$ cat src/rtl/collision_pkg.sv
// Shared types and helpers for the ball collision tracker.
package collision_pkg;

  typedef enum logic {
    ST_ARMED,
    ST_GRACE
  } player_state_t;

  localparam int unsigned MAX_BALLS = 16;
  localparam int unsigned CNT_W     = 8;
  localparam int unsigned SEL_W     = $clog2(MAX_BALLS);

  typedef struct packed {
    logic [SEL_W-1:0]     idx;
    logic [MAX_BALLS-1:0] onehot;
  } lowest_sel_t;

  // Lowest set bit of vec as index plus one-hot; all-zero onehot means none set.
  function automatic lowest_sel_t lowest_set(input logic [MAX_BALLS-1:0] vec);
    lowest_sel_t sel;
    logic        found;
    sel   = '0;
    found = 1'b0;
    for (int unsigned i = 0; i < MAX_BALLS; i++) begin
      if (vec[i] && !found) begin
        found         = 1'b1;
        sel.idx       = SEL_W'(i);
        sel.onehot[i] = 1'b1;
      end
    end
    return sel;
  endfunction

endpackage

$ cat src/rtl/collision_channel.sv
// Per-ball frame accumulator: ORs collision terms over a frame and restarts
// from the current cycle's terms on each frame boundary.
import collision_pkg::*;

module collision_channel (
  input  logic clk,
  input  logic resetN,
  input  logic start_of_frame,
  input  logic player_term,
  input  logic rope_term,
  output logic player_acc,
  output logic rope_acc
);

  // Accumulate within a frame; reload on the boundary so coincident overlap is kept
  always_ff @(posedge clk or negedge resetN) begin
    if (!resetN) begin
      player_acc <= 1'b0;
      rope_acc   <= 1'b0;
    end else if (start_of_frame) begin
      player_acc <= player_term;
      rope_acc   <= rope_term;
    end else begin
      player_acc <= player_acc | player_term;
      rope_acc   <= rope_acc | rope_term;
    end
  end

endmodule

$ cat src/rtl/ball_collision_tracker.sv
// Per-frame collision tracker for player, rope and NUM_BALLS balls.
// Optional hit counters (popCount, playerHitCount) with COLLISION_HIT_COUNT_EN.
import collision_pkg::*;

module ball_collision_tracker #(
  parameter int NUM_BALLS    = 4,
  parameter int GRACE_FRAMES = 60,
  parameter int IDX_W        = (NUM_BALLS > 1) ? $clog2(NUM_BALLS) : 1
) (
  input  logic                 clk,
  input  logic                 resetN,
  input  logic                 startOfFrame,
  input  logic                 playerRequest,
  input  logic                 ropeRequest,
  input  logic [NUM_BALLS-1:0] ballRequest,
  input  logic [NUM_BALLS-1:0] ballActive,
  output logic [NUM_BALLS-1:0] colPlayerBall,
  output logic [NUM_BALLS-1:0] colRopeBall,
  output logic                 playerHit,
  output logic                 ropeHit,
  output logic [IDX_W-1:0]     ropeBallIdx,
  output logic                 graceActive
`ifdef COLLISION_HIT_COUNT_EN
  ,
  output logic [7:0]           popCount,
  output logic [7:0]           playerHitCount
`endif
);

  logic [NUM_BALLS-1:0] ball_req;
  logic [NUM_BALLS-1:0] player_term;
  logic [NUM_BALLS-1:0] rope_term;
  logic [NUM_BALLS-1:0] player_acc;
  logic [NUM_BALLS-1:0] rope_acc;
  logic [MAX_BALLS-1:0] rope_acc_ext;
  lowest_sel_t          rope_sel;
  logic                 rope_any;
  logic                 unused_sel_bits;

  player_state_t        state;
  player_state_t        state_next;
  logic [CNT_W-1:0]     grace_cnt;
  logic [CNT_W-1:0]     grace_cnt_next;
  logic [NUM_BALLS-1:0] col_player_next;
  logic                 player_hit_next;

  assign ball_req    = ballRequest & ballActive;
  assign player_term = {NUM_BALLS{playerRequest}} & ball_req;
  assign rope_term   = {NUM_BALLS{ropeRequest}} & ball_req;

  for (genvar i = 0; i < NUM_BALLS; i++) begin : g_channel
    collision_channel u_channel (
      .clk            (clk),
      .resetN         (resetN),
      .start_of_frame (startOfFrame),
      .player_term    (player_term[i]),
      .rope_term      (rope_term[i]),
      .player_acc     (player_acc[i]),
      .rope_acc       (rope_acc[i])
    );
  end

  // Rope arbitration: pick the lowest-index ball popped during the frame
  always_comb begin
    rope_acc_ext                = '0;
    rope_acc_ext[NUM_BALLS-1:0] = rope_acc;
    rope_sel                    = lowest_set(rope_acc_ext);
    rope_any                    = |rope_sel.onehot;
  end

  // Selector bits above NUM_BALLS are always zero; fold them into a sink
  assign unused_sel_bits = ^{rope_sel.idx, rope_sel.onehot};

  // Rope event registers: one-cycle pulses after a boundary, index held between pops
  always_ff @(posedge clk or negedge resetN) begin
    if (!resetN) begin
      colRopeBall <= '0;
      ropeHit     <= 1'b0;
      ropeBallIdx <= '0;
    end else if (startOfFrame) begin
      colRopeBall <= rope_sel.onehot[NUM_BALLS-1:0];
      ropeHit     <= rope_any;
      if (rope_any) begin
        ropeBallIdx <= IDX_W'(rope_sel.idx);
      end
    end else begin
      colRopeBall <= '0;
      ropeHit     <= 1'b0;
    end
  end

  // Player FSM next state: report when armed, count down grace frames otherwise
  always_comb begin
    state_next      = state;
    grace_cnt_next  = grace_cnt;
    col_player_next = '0;
    player_hit_next = 1'b0;
    if (startOfFrame) begin
      case (state)
        ST_ARMED: begin
          if (|player_acc) begin
            col_player_next = player_acc;
            player_hit_next = 1'b1;
            grace_cnt_next  = CNT_W'(GRACE_FRAMES);
            state_next      = ST_GRACE;
          end
        end
        ST_GRACE: begin
          grace_cnt_next = grace_cnt - CNT_W'(1);
          if (grace_cnt == CNT_W'(1)) begin
            state_next = ST_ARMED;
          end
        end
        default: state_next = ST_ARMED;
      endcase
    end
  end

  // Player FSM state, grace counter and registered player outputs
  always_ff @(posedge clk or negedge resetN) begin
    if (!resetN) begin
      state         <= ST_ARMED;
      grace_cnt     <= '0;
      colPlayerBall <= '0;
      playerHit     <= 1'b0;
    end else begin
      state         <= state_next;
      grace_cnt     <= grace_cnt_next;
      colPlayerBall <= col_player_next;
      playerHit     <= player_hit_next;
    end
  end

  assign graceActive = (state == ST_GRACE);

`ifdef COLLISION_HIT_COUNT_EN
  // Saturating event counters, updated together with their pulse registers
  always_ff @(posedge clk or negedge resetN) begin
    if (!resetN) begin
      popCount       <= '0;
      playerHitCount <= '0;
    end else begin
      if (startOfFrame && rope_any && popCount != '1) begin
        popCount <= popCount + 8'd1;
      end
      if (player_hit_next && playerHitCount != '1) begin
        playerHitCount <= playerHitCount + 8'd1;
      end
    end
  end
`endif

endmodule

$ cat config.mk
export PLATFORM = sky130hd
export DESIGN_NAME = ball_collision_tracker
export DESIGN_NICKNAME = d
export VERILOG_FILES = /design/src/rtl/collision_pkg.sv /design/src/rtl/collision_channel.sv /design/src/rtl/ball_collision_tracker.sv
export SDC_FILE = /design/constraint.sdc
export NUM_CORES = 1
export LEC_CHECK = 0
export CAP_MARGIN = 20
export CORE_UTILIZATION = 47
export CTS_BUF_LIST = sky130_fd_sc_hd__clkbuf_2 sky130_fd_sc_hd__clkbuf_4 sky130_fd_sc_hd__clkbuf_8
export CTS_CLUSTER_SIZE = 20
export DETAILED_ROUTE_END_ITERATION = 7
export GPL_ROUTABILITY_DRIVEN = 0
export HOLD_SLACK_MARGIN = 0.05
export PLACE_DENSITY = 0.77
export SYNTH_ARGS = -nofsm -noshare
export SYNTH_HDL_FRONTEND = slang
export SYNTH_SLANG_ARGS = --single-unit
$ cat constraint.sdc
create_clock -name clk -period 1.5 [get_ports clk]
set_input_delay 0.3 -clock clk [delete_from_list [all_inputs] [get_ports clk]]
set_output_delay 0.3 -clock clk [all_outputs]
set_load 0.02 [all_outputs]
Word level (Yosys, flattened, before mapping)
Cells that the tools add are included.

Add/sub/neg operators: 1. Equality and inequality tests: 2. Muxes and demuxes: 29. Bitwise gates (word level): 12. Reduce and logical (&&, ||, !) cells: 10.

Operators by type and width (number): $mux 1 (20); $mux 4 (4); $pmux 8 s2 (1); $and 4x4->4 (3); $eq 8x1->1 const B (1); $mux 8 (1); $or 1x1->1 (8); $reduce_or 4->1 (2); $sub 8x1->8 const B (1); $mux 2 (2); $reduce_and 2->1 (2); $logic_and 1x1->1 (3); $logic_not 1->1 (3); $ne 2x2->1 const B (1); $pmux 1 s2 (1); $not 1->1 (1).

Flip-flop bits (word level): 29. Input bits: 13. Word-level logic and storage cells: 69.

Logic depth before layout (Yosys ltp)
Gate-level depths: netlist of the first run.

Depth after elaboration: 12. Mapped depth: 5. Depth with buffers taken out: 5.

Modules after synthesis
Synthesis of the first run repeated with hierarchy kept, for this count alone.

Cells, all modules: 112. Area total of the unflattened synthesis: 1249.9 um^2.

Modules (own cells, without submodules): ball_collision_tracker (instances 1, cells each 92, area each 974.7 um^2, sequential area each 525.5 um^2); collision_channel (instances 4, cells each 5, area each 68.8 um^2, sequential area each 50.0 um^2).

Worst setup path before layout of the first run
OpenSTA, ideal clock, no wires.

Path kind: reg-to-reg. From: register g_channel[2].u_channel.player_acc. To: register grace_cnt[6]. Library setup time: 0.079 ns. Arrival: 1.414 ns. Path slack: 0.007 ns. Stages on the path, launching flop included: 5. Buffers on the path: 1. Cells stage by stage: dfrtp_1 or4_4 buf_6 o2111ai_1 mux2i_1.

Longest elaborated chain between the ends: 3.

Ends and longest elaborated chain: start, declared (RTL line collision_channel.sv:11) `output logic player_acc,`; start signal, assigned (RTL line collision_channel.sv:21) `player_acc <= player_term;`; start signal, assigned (RTL line collision_channel.sv:24) `player_acc <= player_acc | player_term;`; $reduce_or 4->1 (RTL line ball_collision_tracker.sv:101) `if (|player_acc) begin`; $ne 2x2->1 (no source line); $reduce_and 2->1 (no source line); end signal, assigned (RTL line ball_collision_tracker.sv:128) `grace_cnt <= grace_cnt_next;`; end, declared (RTL line ball_collision_tracker.sv:42) `logic [CNT_W-1:0] grace_cnt;`.

No other way between the ends. A chain may end at the register's enable or synchronous reset.

Worst setup path after layout of the first run
From: register g_channel[3].u_channel.player_acc. To: register grace_cnt[5].

Longest elaborated chain between the ends: 3.

Ends and longest elaborated chain (RTL line): start, declared (collision_channel.sv:11); start signal, assigned (collision_channel.sv:21); start signal, assigned (collision_channel.sv:24); $reduce_or 4->1 (ball_collision_tracker.sv:101); $ne 2x2->1 (no source line); $reduce_and 2->1 (no source line).

No other way between the ends.

==> impl_metrics.csv, run 1 <==
group,metric,value,unit
timing,setup_slack,-0.001916,ns
die,die_area,0.002914,mm²
synth,synth_cell_types,32,
timing,finalHoldViolations,0,
synth,synth-edff-count,0,
finish,multiInputGateArea,504.2,µm²
synth,synth-adder-area-share,1.970,%
finish,fin_area,0.001692,mm²
routing,vias,1024,
power,p_per_area,1355,mW/mm²
setup_path,start_kind,"flip-flop",
synth,synthArstFlopShare,100.0,%
power,power.total,2.291,mW
clock_tree,path_clk_slew,0.09,ns
timing,min_period_over_period,100.1,%
power,power.leakage,0.8243,nW
routing,antenna_left,0,
die,die-height,53.98,µm
timing,worstMarginPinSlew,0.3536,ns
routing,drtIter0Drc,14,
worst_hold_path,hp-class,"input pin to async pin",
clock_tree,cts_buffers,5,
setup_path,crit_chain,"or4_4 > o211ai_1 > mux2i_1",
die,fp.coreArea,0.002522,mm²
global_route,grt_pass1_wl,4.422,mm
finish,final_common_cell,"dfrtp_1",
routing,wl_met3,124,µm
timing,finalSetupViolCount,1,
routing,drt-met1-wl,1.034,mm
setup_path,cpPeakStageDelay,0.60,ns
die,io_pins,26,
global_route,overflow,0,
timing,slew_viol_final,0,
die,rows,18,
synth,muxShareOfSynthArea,5.616,%
routing,firstDrtPassIters,4,
synth,syn_nets,133,
timing,slew_headroom,76.43,%
timing,min_period,1.502,ns
synth,synthXorXnorAreaFrac,0,%
setup_path,endpoint_kind,"flip-flop",
timing,fmax,665.8,MHz
routing,wl_met2,1.499,mm
clock_tree,cts_setup_buffers,0,
place,io_buffer_count,25,
routing,routedWlPerCell,14.31,µm
clock_tree,clkLatencyLatePin,0.33,ns
finish,area_growth,33.20,%
die,start_util,50.35,%
synth,synthSimpleGateAreaFrac,14.58,%
setup_path,r2r_setup_slack,-0.002,ns
timing,setup_tns,-0.001916,ns
setup_path,required,1.75,ns
synth,syn_inst,118,
global_route,antenna_found_initial,0,
setup_path,slowest_stage,"or4_4",
routing,drcViolationCount,0,
clock_tree,cts_tree,"yes",
run_status,status,"complete, but fails checks",
finish,final_cell_mix,"dfrtp_1 (29), dlygate4sd2_1 (13)",
synth,avgSynthCellArea,10.76,µm²
global_route,grt_max_degree,30,
clock_tree,clockBufferDepth,2,
power,vdd_drop_max,1.012,mV
synth,yosysWarnings,0,
synth,synth_compound_area_share,15.27,%
clock_tree,htree_levels,2,
place,postPlaceCellArea,0.001620,mm²
die,die_w,53.98,µm
timing,fin_skew,0.01172,ns
finish,drive_gt1_share,18.35,%
finish,final_nets,173,
timing,whs,0.3464,ns
run_status,violations,"setup timing",
routing,routed_wl,2.691,mm
synth,synth-seq-cells,29,
clock_tree,cts_hold_buffers,0,
setup_path,arrival,1.75,ns
place,post-dp-hpwl,1.936,mm
global_route,grt_use_total,22.48,%
synth,synth_flop_cell,"dfrtp_1",
clock_tree,cts.sinks,29,
finish,fillers,209,
synth,synth_area,0.001270,mm²
synth,synth_top_family_by_area,"compound AO/OA/AOI/OAI gates",
setup_path,cp_max_fo,8,
routing,via_per_inst,5.447,
synth,ys_seq_area_share,57.14,%
clock_tree,root_buffer,"clkbuf_4",
flow_run,cap_violations,0,
timing,rsz0062_at_grt,"true",
global_route,grt_pass1_vias,1037,
routing,top_layer,"met4",
setup_path,path_class,"flip-flop to flip-flop",
finish,seq_area,725.7,µm²
finish,diodes,0,
## state kept, by name (all words and copies together) (netlist names)
signal / count
playerHit: 1
g_channel.u_channel.player_acc: 4
grace_cnt: 8
ropeHit: 1
g_channel.u_channel.rope_acc: 4
ropeBallIdx: 2
colRopeBall: 4
graceActive: 1
colPlayerBall: 4
## through the flow
| step | util [%] | cells | setup WS (ns) |
|---|---|---|---|
| 2_1_floorplan | - | 118 | 0.006850 |
| 3_3_place_gp | 64.24 | 181 | -0.1755 |
| 3_5_place_dp | 64.24 | 181 | -0.2626 |
| 4_1_cts | 66.42 | 188 | -0.003314 |
| 5_1_grt | 67.06 | 188 | -0.06114 |
| 6_report | 67.06 | 188 | -0.001916 |
## cells in the mapped netlist (2+ instances only)
| cell type | number | area, µm² |
|---|---|---|
| o21ai_0 | 12 | 60.06 |
| ha_1 | 2 | 25.02 |
| mux2i_1 | 6 | 60.06 |
| inv_1 | 11 | 41.29 |
| nor3b_1 | 2 | 15.01 |
| nand2_1 | 4 | 15.01 |
| nor3_1 | 4 | 20.02 |
| o2111ai_1 | 2 | 17.52 |
| nand3_1 | 9 | 45.04 |
| a21o_1 | 2 | 15.01 |
| a2bb2oi_1 | 3 | 26.28 |
| nor2_1 | 12 | 45.04 |
| dfrtp_1 | 29 | 725.7 |
| a21oi_1 | 2 | 10.01 |
## where the power goes
group	total [mW]	leakage (nW)	switching [mW]	internal, mW
sequential	1.06	0.372	0.141	0.923
combinational	0.729	0.418	0.371	0.358
clock	0.498	0.0348	0.259	0.239
total	2.29	0.824	0.771	1.52
## path summary, 6_finish.rpt
| check | startpoint | end | cells past startpoint |
|---|---|---|---|
| min reg2reg | g_channel[2].u_channel.rope_acc | colRopeBall[3] | 1 |
| max | g_channel[3].u_channel.player_acc | grace_cnt[5] | 3 |
| max in group asynchronous | resetN | colPlayerBall[2] | 2 |
| min in group clk | g_channel[2].u_channel.rope_acc | colRopeBall[3] | 1 |
| max reg2reg | g_channel[3].u_channel.player_acc | grace_cnt[5] | 3 |
| min | resetN | g_channel[0].u_channel.rope_acc | 2 |
## cells by family after synthesis
group                    Yosys count
AND/OR/NAND/NOR                   37
flip-flops                        29
AO/OA/AOI/OAI                     28
buffers and inverters             15
multiplexers                       7
adder cells (fa/ha/maj)            2
## per-layer routing
layer | vias up | global-route usage (%)
met5 | - | 0
met4 | 0 | 7.265
met1 | 500 | 24.68
li1 | 492 | -
met3 | 4 | 8.757
met2 | 28 | 39.51
## layout make-up
| type | count | area share, % |
|---|---|---|
| Clock buffer | 7 | 3.476 |
| Inverter | 11 | 2.441 |
| Multi-Input combinational cell | 74 | 29.81 |
| Sequential cell | 29 | 42.90 |
| Tap cell | 30 | 2.219 |
| Timing Repair Buffer | 37 | 19.16 |
## worst max-delay path, delay by kind of cell (launching register included)
kind,cells,cell delay [ns]
DFF,1,0.38
and+or+nand+nor,1,0.60
AOI/OAI and AO/OA,1,0.23
muxes,1,0.21
## what timing repair did
action	CTS	global route
endpoints found under the setup margin	16	5
gates resized for setup	15	3
pin swaps	1	1
(Power assumes the default switching activity.)
==> run 2, diff against run 1 <==
- PLACE_DENSITY: 0.77 -> 0.76
==> run 2 against run 1 <==
Effect of this change: the run still ends with setup timing left; total power is 8.7% higher; combinational power up 2%; critical path depth is the same; global-route usage down 0.93 points; hold slack got worse by 0.014 ns; final cell count unchanged; wire length shrank 5.1%; die area did not move; via count decreased by 0.68%; flip-flop and latch count unchanged; sequential share of layout area decreased by 0.72 points; critical path type unchanged; largest power group unchanged.
==> impl_metrics.csv, run 2 (same netlist as run 1, synthesis figures left out) <==
group,metric,value,unit
run_status,status,"complete, but fails checks",
run_status,violations,"setup timing",
setup_path,path_delay_family,"simple AND/OR/NAND/NOR gates",
setup_path,start_kind,"flip-flop",
place,postPlaceCellArea,0.001613,mm²
setup_path,cpPeakStageDelay,0.61,ns
die,die_area,0.002914,mm²
timing,slew_headroom,71.41,%
finish,final_nets,172,
timing,setup_slack,-0.03659,ns
global_route,grt_use_total,21.55,%
finish,final_cell_mix,"dfrtp_1 (29), dlygate4sd2_1 (13), nor2_1 (12), o21ai_0 (12), clkdlybuf4s50_1 (12)",
timing,fmax,650.8,MHz
die,start_util,50.35,%
die,rows,18,
clock_tree,cts.sinks,29,
global_route,antenna_found_initial,0,
setup_path,reg2reg_from,"g_channel[2].u_channel.player_acc",
routing,routedWlPerCell,13.59,µm
finish,fillers,219,
finish,fin_cells,188,
finish,area_growth,35.47,%
clock_tree,clockBufferDepth,2,
die,io_pins,26,
clock_tree,path_clk_slew,0.09,ns
timing,min_period_over_period,102.4,%
finish,fin_area,0.001720,mm²
global_route,grt_pass1_vias,1023,
power,p_per_area,1448,mW/mm²
finish,top_register,"grace_cnt",
global_route,grt_pass1_wl,4.222,mm
power,power.leakage,0.8341,nW
timing,worstMarginPinSlew,0.4249,ns
finish,largest_reg_flops,8,
setup_path,arrival,1.79,ns
finish,final_common_cell,"dfrtp_1",
setup_path,path_class,"flip-flop to flip-flop",
setup_path,crit_chain,"or4_4 > o211ai_1 > mux2i_1",
power,vdd_drop_max,1.227,mV
routing,firstDrtPassIters,4,
setup_path,reg2regPathDepth,3,
finish,final_util,68.20,%
setup_path,r2r-end,"grace_cnt[5]",
clock_tree,cts_buffers,5,
clock_tree,clkLatencyLatePin,0.33,ns
place,post-dp-hpwl,1.845,mm
timing,finalSetupViolCount,2,
global_route,grt_max_degree,30,
die,fp.coreArea,0.002522,mm²
routing,via_per_inst,5.410,
timing,finalHoldViolations,0,
routing,vias,1017,
flow_run,cap_violations,0,
timing,fin_skew,0.01015,ns
setup_path,required,1.75,ns
power,power.total,2.492,mW
clock_tree,cts_tree,"yes",
setup_path,cp_max_fo,8,
clock_tree,root_buffer,"clkbuf_4",
setup_path,endpoint_kind,"flip-flop",
setup_path,r2r_setup_slack,-0.04,ns
clock_tree,cts_setup_buffers,0,
finish,diodes,0,
finish,drive_gt1_share,18.99,%
timing,min_period,1.537,ns
routing,routed_wl,2.554,mm
global_route,overflow,0,
clock_tree,htree_levels,2,
clock_tree,cts_hold_buffers,0,
routing,drtIter0Drc,14,
die,die-height,53.98,µm
die,die_w,53.98,µm
place,io_buffer_count,25,
worst_hold_path,hp-class,"input pin to async pin",
timing,rsz0062_at_grt,"true",
timing,slew_viol_final,0,
place,dp.cells,180,
setup_path,path_buf_inv,0,
routing,drcViolationCount,0,
setup_path,slowest_stage,"or4_4",
routing,antenna_left,0,
run 2: stage by stage:
step	setup TNS (ns)	worst slack, ns	hold slack (ns)
2_1_floorplan	0	0.006850	0.004409
3_3_place_gp	-0.5882	-0.1466	0.4231
3_5_place_dp	-0.9391	-0.2389	0.4246
4_1_cts	-0.02052	-0.02052	0.3367
5_1_grt	-0.3530	-0.1063	0.3669
6_report	-0.04799	-0.03659	0.3329
run 2: how the worst max path moves through the flow:
stage / startpoint / end / slack (ns) / cells after the start
after detailed placement: startOfFrame / grace_cnt[6] / -0.24 / 4
after global routing: g_channel[2].u_channel.player_acc / grace_cnt[5] / -0.11 / 3
after floorplan: g_channel[2].u_channel.player_acc / grace_cnt[6] / 0.007 / 4
after global placement: startOfFrame / grace_cnt[6] / -0.15 / 4
final: g_channel[2].u_channel.player_acc / grace_cnt[5] / -0.04 / 3
after CTS: g_channel[2].u_channel.player_acc / grace_cnt[5] / -0.02 / 3
run 2: area by class of cell:
type / instances / area [µm²] / area share [%]
flip-flops and latches: 29 / 725.7 / 42.18
multi-input cells: 74 / 510.5 / 29.67
repair buffers: 36 / 316.6 / 18.40
clock buffers: 7 / 58.81 / 3.418
inverters: 11 / 41.29 / 2.400
well taps: 30 / 37.54 / 2.182
clock inverters: 1 / 30.03 / 1.745
run 2: repair_timing:
item / 4_1_cts / 5_1_grt
gates resized for setup: 15 / 4
pin swaps: 0 / 1
endpoints found under the setup margin: 16 / 8
run 2: metal layers:
layer / up-vias / share of wire (%) / GRT usage, %
li1: 490 / - / -
met1: 489 / 41 / 21.88
met2: 30 / 52 / 38.07
met3: 8 / 5.6 / 10.17
met4: 0 / 2.0 / 8.120
met5: - / 0 / 0
run 2: power breakdown:
group          switching [mW]  total [mW]  internal [mW]
clock network           0.269       0.685          0.416
logic                   0.380       0.740          0.360
registers               0.144        1.07          0.923
run 2: worst register-to-register path: stages, from the launching register on:
cell and delay, ns:
dfrtp_1 0.39, or4_4 0.61, o211ai_1 0.26, mux2i_1 0.21
==> run 3, diff against run 2 <==
- GPL_TIMING_DRIVEN: not set -> 0
==> run 3 against run 2 <==
Effect of this change: the flow still finishes with violations (setup timing); via count down 1.1%; maximum frequency up 0.39%; register-to-register slack about the same; hold slack better by 0.049 ns; highest routed layer unchanged.
==> impl_metrics.csv, run 3 (same netlist as run 1, synthesis figures left out) <==
group,metric,value,unit
finish,diodes,0,
die,die-height,53.98,µm
finish,final_nets,166,
global_route,grt_pass1_wl,4.181,mm
routing,routedWlPerCell,14.03,µm
routing,firstDrtPassIters,4,
global_route,grt_pass1_vias,995,
clock_tree,cts_buffers,5,
setup_path,cp_max_fo,8,
run_status,violations,"setup timing",
routing,via_per_inst,5.589,
die,die_w,53.98,µm
finish,fin_cells,180,
clock_tree,clkLatencyLatePin,0.32,ns
die,rows,18,
timing,finalHoldViolations,0,
finish,largest_reg_flops,8,
timing,setup_tns,-0.05966,ns
setup_path,endpoint_kind,"flip-flop",
global_route,grt_use_total,21.39,%
die,start_util,50.35,%
routing,vias,1006,
clock_tree,cts.sinks,29,
die,die_area,0.002914,mm²
setup_path,path_class,"flip-flop to flip-flop",
place,post-dp-hpwl,1.848,mm
global_route,overflow,0,
routing,drcViolationCount,0,
timing,setup_slack,-0.03060,ns
die,io_pins,26,
timing,min_period,1.531,ns
place,dpl_worst_slack,-0.3151,ns
global_route,grt_max_degree,18,
global_route,antenna_found_initial,0,
routing,drtIter0Drc,15,
setup_path,arrival,1.77,ns
clock_tree,path_clk_slew,0.08,ns
finish,area_growth,29.56,%
routing,antenna_left,0,
run_status,status,"complete, but fails checks",
power,power.total,2.189,mW
clock_tree,htree_levels,2,
place,dp.cells,174,
power,power.leakage,0.7891,nW
finish,drive_gt1_share,14.67,%
timing,finalSetupViolCount,2,
timing,worstMarginPinSlew,0.6674,ns
timing,slew_viol_final,0,
timing,fin_skew,0.003725,ns
routing,routed_wl,2.526,mm
clock_tree,clockBufferDepth,2,
setup_path,start_kind,"flip-flop",
die,fp.coreArea,0.002522,mm²
setup_path,required,1.74,ns
power,p_per_area,1331,mW/mm²
finish,final_cell_mix,"dfrtp_1 (29), dlygate4sd2_1 (13), nor2_1 (12), o21ai_0 (12), clkdlybuf4s50_1 (12)",
clock_tree,cts_hold_buffers,0,
timing,fmax,653.3,MHz
finish,final_common_cell,"dfrtp_1",
timing,rsz0062_at_grt,"true",
flow_run,cap_violations,0,
finish,top_register,"grace_cnt",
place,io_buffer_count,25,
timing,whs,0.3816,ns
power,vdd_drop_max,0.9974,mV
timing,min_period_over_period,102.0,%
clock_tree,cts_tree,"yes",
clock_tree,root_buffer,"clkbuf_4",
timing,slew_headroom,55.37,%
worst_hold_path,hp-class,"input pin to async pin",
finish,fillers,223,
-- run 3: cell types whose count changed in the layout (fill, tap and decap cells not counted), sizes merged --
cell | before | now
buf | 11 | 4
bufinv | 1 | 0
clkbuf | 7 | 6
clkinv | 0 | 1
-- run 3: cell type report --
type	count	area, µm²	share of cell area (%)
multi-input cells	74	511.7	31.10
clock buffers	5	37.54	2.281
plain buffers	3	17.52	1.065
clock inverters	1	5.005	0.3042
inverters	11	41.29	2.510
well taps	30	37.54	2.281
flip-flops and latches	29	725.7	44.11
repair buffers	27	269.0	16.35
-- run 3: through the flow --
stage                     area (µm²)  utilization (%)
after floorplan                 1270                -
after global placement          1558            61.76
after detailed placement        1585            62.85
after CTS                       1627            64.48
after global routing            1645            65.23
final                           1645            65.23
-- run 3: routing by layer --
metal  up-vias  part of all wire [%]  wire length (µm)  GRT usage, %
met1       495                    42              1073         24.06
met2        27                    51              1283         35.80
met5         -                     0                 0             0
met3         5                   5.4               136         9.322
met4         0                   1.2                31         7.692
li1        479                     -                 -             -
-- run 3: critical path, stage by stage, from the launching register on --
cell      delay (ns)
dfrtp_1         0.38
or4_4           0.60
o211ai_1        0.24
mux2i_1         0.23
-- run 3: what timing repair did --
action / CTS / global route
setup endpoints to repair: 20 / 8
resized for setup: 16 / 5
setup buffers: 1 / 0
-- run 3: worst paths after layout --
| path | start | endpoint | slack, ns | cells past startpoint |
|---|---|---|---|---|
| min | resetN | grace_cnt[2] | 0.38 | 1 |
| max reg2reg | g_channel[2].u_channel.player_acc | grace_cnt[5] | -0.03 | 3 |
| max in group asynchronous | resetN | ropeBallIdx[1] | 0.61 | 2 |
| max | g_channel[2].u_channel.player_acc | grace_cnt[5] | -0.03 | 3 |
| min reg2reg | g_channel[2].u_channel.rope_acc | colRopeBall[3] | 0.43 | 1 |
| min in group clk | g_channel[2].u_channel.rope_acc | colRopeBall[3] | 0.43 | 1 |
-- run 3: where the power goes --
| part | switching [mW] | leakage (nW) | internal [mW] |
|---|---|---|---|
| sequential | 0.154 | 0.372 | 0.923 |
| clock | 0.245 | 0.0269 | 0.162 |
| combinational | 0.366 | 0.391 | 0.340 |
